===== src/rtl/jpeg_pkg.sv =====
// Shared constants and types for the JPEG zigzag reorder block.
// ZIGZAG_EOB_EN adds the zero-fill state used after an early end-of-block.
package jpeg_pkg;

  localparam int COEF_W = 12;
  localparam int BLK_N  = 64;
  localparam int ADDR_W = 7;   // {bank, 6-bit position}

  // Zigzag scan index -> raster index ({row, col}).
  localparam logic [5:0] ZZ_LUT [BLK_N] = '{
     0,  1,  8, 16,  9,  2,  3, 10,
    17, 24, 32, 25, 18, 11,  4,  5,
    12, 19, 26, 33, 40, 48, 41, 34,
    27, 20, 13,  6,  7, 14, 21, 28,
    35, 42, 49, 56, 57, 50, 43, 36,
    29, 22, 15, 23, 30, 37, 44, 51,
    58, 59, 52, 45, 38, 31, 39, 46,
    53, 60, 61, 54, 47, 55, 62, 63
  };

`ifdef ZIGZAG_EOB_EN
  typedef enum logic {WR_WRITE = 1'b0, WR_FILL = 1'b1} wr_state_e;
`else
  typedef enum logic {WR_WRITE = 1'b0} wr_state_e;
`endif

endpackage


===== src/rtl/zz_buf_mem.sv =====
// Ping-pong coefficient store: 2 banks x 64 entries, one write port,
// one read port with a registered (1-cycle) read.
module zz_buf_mem
  import jpeg_pkg::*;
(
  input  logic              clk,
  input  logic              wr_en,
  input  logic [ADDR_W-1:0] wr_addr,
  input  logic [COEF_W-1:0] wr_data,
  input  logic              rd_en,
  input  logic [ADDR_W-1:0] rd_addr,
  output logic [COEF_W-1:0] rd_data
);

  logic [COEF_W-1:0] mem_q [2*BLK_N];
  logic [COEF_W-1:0] rd_data_q;

  // Write port.
  always_ff @(posedge clk) begin
    if (wr_en) mem_q[wr_addr] <= wr_data;
  end

  // Registered read port; contents are never reset.
  always_ff @(posedge clk) begin
    if (rd_en) rd_data_q <= mem_q[rd_addr];
  end

  assign rd_data = rd_data_q;

endmodule


===== src/rtl/zigzag_reorder.sv =====
// Zigzag-to-raster coefficient reorder with ping-pong buffering.
// Writes land at their raster position; reads walk raster order.
// Define ZIGZAG_EOB_EN to add the in_eob port and zero-fill state.
module zigzag_reorder
  import jpeg_pkg::*;
(
  input  logic              clk,
  input  logic              rst,
  input  logic              in_valid,
  output logic              in_ready,
  input  logic [COEF_W-1:0] in_data,
`ifdef ZIGZAG_EOB_EN
  input  logic              in_eob,
`endif
  output logic              out_valid,
  input  logic              out_ready,
  output logic [COEF_W-1:0] out_data,
  output logic              out_last
);

  // write side
  logic [5:0]  k_q, k_d;
  logic        wbank_q, wbank_d;
  logic [1:0]  full_q, full_d;
  logic        fill_active, in_ready_int, in_hs, mem_we, blk_done;
  logic [COEF_W-1:0] mem_wdata;
  logic [ADDR_W-1:0] mem_waddr;
  // read side
  logic        rbank_q, rbank_d;
  logic [5:0]  r_q, r_d;
  logic        rd_done_q, rd_done_d;
  logic        pend_q, pend_d, pend_last_q, pend_last_d;
  logic        rd_issue, pop, last_hs;
  logic [2:0]  occ, occ_lim;
  logic [COEF_W-1:0] mem_rdata;
  // two-entry output skid: {last, data}
  logic [COEF_W:0] s0_q, s0_d, s1_q, s1_d, push_val;
  logic [1:0]  cnt_q, cnt_d, wr_idx;

`ifdef ZIGZAG_EOB_EN
  wr_state_e   state_q, state_d;
  assign fill_active  = (state_q == WR_FILL);
  assign in_ready_int = (state_q == WR_WRITE) && !full_q[wbank_q];
`else
  assign fill_active  = 1'b0;
  assign in_ready_int = !full_q[wbank_q];
`endif

  // Ready is forced low while reset is held.
  assign in_ready  = rst & in_ready_int;
  assign in_hs     = in_valid & in_ready;
  assign mem_we    = in_hs | fill_active;
  assign mem_wdata = fill_active ? '0 : in_data;
  assign mem_waddr = {wbank_q, ZZ_LUT[k_q]};
  assign blk_done  = mem_we && (k_q == 6'd63);

  assign out_valid = (cnt_q != 2'd0);
  assign out_data  = s0_q[COEF_W-1:0];
  assign out_last  = s0_q[COEF_W] & out_valid;
  assign pop       = out_valid & out_ready;
  assign last_hs   = pop & s0_q[COEF_W];
  assign push_val  = {pend_last_q, mem_rdata};

  // Only issue a read when the skid plus in-flight read leave room for it.
  assign occ      = {1'b0, cnt_q} + {2'b00, pend_q};
  assign occ_lim  = 3'd2 + {2'b00, pop};
  assign rd_issue = full_q[rbank_q] && !rd_done_q && (occ < occ_lim);

  zz_buf_mem u_mem (
    .clk     (clk),
    .wr_en   (mem_we),
    .wr_addr (mem_waddr),
    .wr_data (mem_wdata),
    .rd_en   (rd_issue),
    .rd_addr ({rbank_q, r_q}),
    .rd_data (mem_rdata)
  );

  // Write counter, bank select and (optional) zero-fill state.
  always_comb begin
    k_d     = k_q;
    wbank_d = wbank_q;
    if (mem_we) begin
      k_d = k_q + 6'd1;
      if (blk_done) wbank_d = ~wbank_q;
    end
`ifdef ZIGZAG_EOB_EN
    state_d = state_q;
    if (fill_active && (k_q == 6'd63))          state_d = WR_WRITE;
    else if (in_hs && in_eob && (k_q != 6'd63)) state_d = WR_FILL;
`endif
  end

  // Read counter, bank flags; set and clear on one edge both apply.
  always_comb begin
    r_d         = r_q;
    rd_done_d   = rd_done_q;
    rbank_d     = rbank_q;
    pend_d      = rd_issue;
    pend_last_d = rd_issue && (r_q == 6'd63);
    full_d      = full_q;
    if (rd_issue) begin
      r_d = r_q + 6'd1;
      if (r_q == 6'd63) rd_done_d = 1'b1;
    end
    if (last_hs) begin
      rd_done_d       = 1'b0;
      rbank_d         = ~rbank_q;
      full_d[rbank_q] = 1'b0;
    end
    if (blk_done) full_d[wbank_q] = 1'b1;
  end

  // Skid update: pop shifts the head, then returning read data lands behind.
  always_comb begin
    s0_d   = s0_q;
    s1_d   = s1_q;
    if (pop) s0_d = s1_q;
    wr_idx = cnt_q - {1'b0, pop};
    if (pend_q) begin
      if (wr_idx == 2'd0) s0_d = push_val;
      else                s1_d = push_val;
    end
    cnt_d = cnt_q + {1'b0, pend_q} - {1'b0, pop};
  end

  // Write-side state registers.
  always_ff @(posedge clk or negedge rst) begin
    if (!rst) begin
      k_q     <= '0;
      wbank_q <= 1'b0;
`ifdef ZIGZAG_EOB_EN
      state_q <= WR_WRITE;
`endif
    end else begin
      k_q     <= k_d;
      wbank_q <= wbank_d;
`ifdef ZIGZAG_EOB_EN
      state_q <= state_d;
`endif
    end
  end

  // Read-side and bank-flag registers.
  always_ff @(posedge clk or negedge rst) begin
    if (!rst) begin
      full_q      <= 2'b00;
      rbank_q     <= 1'b0;
      r_q         <= '0;
      rd_done_q   <= 1'b0;
      pend_q      <= 1'b0;
      pend_last_q <= 1'b0;
    end else begin
      full_q      <= full_d;
      rbank_q     <= rbank_d;
      r_q         <= r_d;
      rd_done_q   <= rd_done_d;
      pend_q      <= pend_d;
      pend_last_q <= pend_last_d;
    end
  end

  // Output skid registers.
  always_ff @(posedge clk or negedge rst) begin
    if (!rst) begin
      s0_q  <= '0;
      s1_q  <= '0;
      cnt_q <= 2'd0;
    end else begin
      s0_q  <= s0_d;
      s1_q  <= s1_d;
      cnt_q <= cnt_d;
    end
  end

endmodule


===== config.mk =====
export PLATFORM = sky130hd
export DESIGN_NAME = zigzag_reorder
export DESIGN_NICKNAME = d
export VERILOG_FILES = /design/src/rtl/jpeg_pkg.sv /design/src/rtl/zz_buf_mem.sv /design/src/rtl/zigzag_reorder.sv
export SDC_FILE = /design/constraint.sdc
export NUM_CORES = 2
export LEC_CHECK = 0
export BUFFER_PORTS_ARGS = -buffer_cell sky130_fd_sc_hd__clkbuf_2
export CORE_MARGIN = 2
export CORE_UTILIZATION = 30
export CTS_BUF_LIST = sky130_fd_sc_hd__clkbuf_8 sky130_fd_sc_hd__clkbuf_16
export CTS_CLUSTER_SIZE = 12
export DETAILED_ROUTE_END_ITERATION = 7
export HOLD_SLACK_MARGIN = 0.06
export PLACE_DENSITY = 0.56
export SLEW_MARGIN = 10
export SYNTH_ARGS = -nofsm -noshare
export SYNTH_HDL_FRONTEND = slang
export SYNTH_HIERARCHICAL = 1
export SYNTH_SLANG_ARGS = --single-unit

===== constraint.sdc =====
create_clock -name clk -period 4.45 [get_ports clk]
set_input_delay 0.2225 -clock clk [delete_from_list [all_inputs] [get_ports clk]]
set_output_delay 0.2225 -clock clk [all_outputs]
set_load 0.005 [all_outputs]

==> metrics <==
status complete, no violations; Synth area leaders edfxtp_1, mux4_2, dfrtp_1; ys flop type edfxtp_1; PostCTS Resize Cnt 0; GR Util met3 0.0344; total iterations of the first detailed-routing run 5; hold path depth 1; GR Util met1 0.207; TritonCTS clock tree built; CTS Buffer Depth 3; Most Crowded Layer GR met2; Worst setup SP type flop; post-route ant nets 0; starting density of the core 0.301; post-route cell area around 70,000 sq um; hold_sp in_data[5]; Syn Inst Count 2,627; met2 Use GR 0.214; io pins 31; final worst path period need 3830 ps; gr ovfl total 0; kind of critical path reg2reg; final setup TNS 0 ps; chip width ~460 um; die area roughly 210,000 sq um; Final Skew between 30 and 40 ps; post-synthesis to final-layout area growth 15.7%; Ys Warns 6; CTS root buf clkbuf_16; cell area after synthesis around 62,000 sq um; worst r2r src k_q[0]; first-pass GRT wire length 216,000 um; CTS Hold Bufs 14; layout cells sized above 1 0.335; syn avg cell area 23.6 sq um; most common library cells after synthesis edfxtp_1, mux4_2, nor2_1, clkbuf_1, dfrtp_1; RSZ-0062 raised after global routing false; half-perimeter wire length after placement about 93,000 um; GPL Wtd Cong ~0.8; Worst EP required 4860 ps; vias in the first global route 28,700; Slew HR 0.279; Rows ~170; Final period util 0.860; clk slew on worst S/H paths ~60 ps; Avg WL per Cell 26.5 um; Synth top area share 0.748; nets@finish 2,950; final slew viol count 0; static leakage about 22 nW; Die Ht 459 um; postcts setup bufs 0; measured slew at the worst slew-check pin 1080 ps; # port buffers 30; GRT Total Usage 0.143; worst-path fanout max 12; fraction of registers with async set/reset 0.0295; CP Data Arrival Time 4240 ps; # clock sinks 1,595; worst reg2reg endpoint u_mem/mem_q[28][8]; hold slack 63.8 ps; worst vdd ir 0.454 mV; flip-flop and latch count after synthesis 1,595; Fmax 261 MHz; syn nets about 2,700; largest net degree at the start of global routing roughly 80; antenna violations before repair 15; final wirelength 152,000 um; r2r setup slk 620 ps; Hold Path End u_mem/mem_q[93][5]; Reg2Reg Depth 8; worst min path class in2reg; Post-synth EDFFs ~1,500; power density cells roughly 450 nW/um^2; TritonCTS Buffers 164; Post-DP Area 67,000 sq um; cell taking the most area after synthesis edfxtp_1; post-synthesis cell type count 46; vias per cell 4.99; CTS H-Tree Depth 4; clk_lat worst skew between 800 and 900 ps; cell with the most instances after synthesis edfxtp_1; Setup Viol. Count Final 0; final hold violations 0; Seq/Total Area, Yosys 0.767; total core area 206,000 sq um; Setup crit end kind flop; MaxCap Viol Count 0; DR iter-0 viols roughly 3,300; Vias 28,600; DRC 0
## per-stage QoR
stage          setup slack [ps]   util  total power, W  std cells
2_1_floorplan               574      -          0.0187       2627
3_3_place_gp                638  0.324          0.0200       5437
3_5_place_dp                618  0.324          0.0201       5437
4_1_cts                     585  0.348          0.0324       5729
5_1_grt                     340  0.348          0.0332       5730
6_report                    621  0.348          0.0321       5730
## cells by family (layout without fill, tap and decap cells)
kind of cell / count (synthesis) / count (layout) / synth area share
flops: 1595 / 1595 / 0.767
mux: 557 / 557 / 0.193
simple gates: 224 / 224 / 0.0155
buf+inv: 165 / 563 / 0.0127
compound gates: 51 / 51 / 0.00530
fa+ha+maj: 21 / 21 / 0.00423
xor+xnor: 14 / 14 / 0.00197
other cells: 0 / 1 / 0
## report_power, final
| group | leakage, nW | internal, W | switching, W |
|---|---|---|---|
| combinational | 5.38 | 0.000941 | 0.00193 |
| clock | 2.52 | 0.00676 | 0.00560 |
| sequential | 14.5 | 0.0168 | 0.000121 |
| total | 22.4 | 0.0245 | 0.00765 |
## cell type report
class / instances / area, sq um
fillers: 19000 / 135000
clock buffers: 167 / 4170
diodes: 1 / 2.50
well taps: 2704 / 3380
multi-input cells: 867 / 13700
flip-flops and latches: 1595 / 47700
inverters: 11 / 41.3
repair buffers: 274 / 2280
clock inverters: 111 / 616
## state kept, by name, summed over array words and instances, names as in the netlist
signal         count
u_mem/rd_data     12
k_q                6
s1_q              13
full_q             2
rbank_q            1
rd_done_q          1
pend_q             1
cnt_q              2
s0_q              13
r_q                6
pend_last_q        1
u_mem/mem_q     1536
wbank_q            1
## routing by layer
metal / share of wire / up-vias
li1: - / 11800
met1: 0.44 / 15600
met2: 0.46 / 1002
met3: 0.072 / 205
met4: 0.025 / 12
met5: 0.00047 / -
## cell usage in the layout, fill, tap and decap left out, types with 28 or more instances in the layout
master	instances
edfxtp_1	1548
mux4_2	509
buf_4	223
clkbuf_16	166
nor2_1	129
inv_1	58
dfrtp_1	42
nand2_1	36
clkinv_1	32
mux2_2	28
## critical path, stage by stage (launching register included)
cell,delay (ps)
dfrtp_1,380
inv_1,210
ha_1,360
nand2_1,120
o21ai_0,90
mux4_2,480
o22ai_1,400
nand3_1,430
nor2_1,940
## worst max-delay path by stage
stage               startpoint                   end  cells past startpoint
floorplan               k_q[0]    u_mem/mem_q[78][0]                     10
global placement        k_q[0]  u_mem/mem_q[107][10]                     10
detailed placement      k_q[0]    u_mem/mem_q[28][8]                      8
CTS                     k_q[0]    u_mem/mem_q[28][8]                      8
global route            k_q[0]    u_mem/mem_q[28][8]                      8
finish                  k_q[0]    u_mem/mem_q[28][8]                      8
Note: power is estimated with default switching activity, not from simulation.
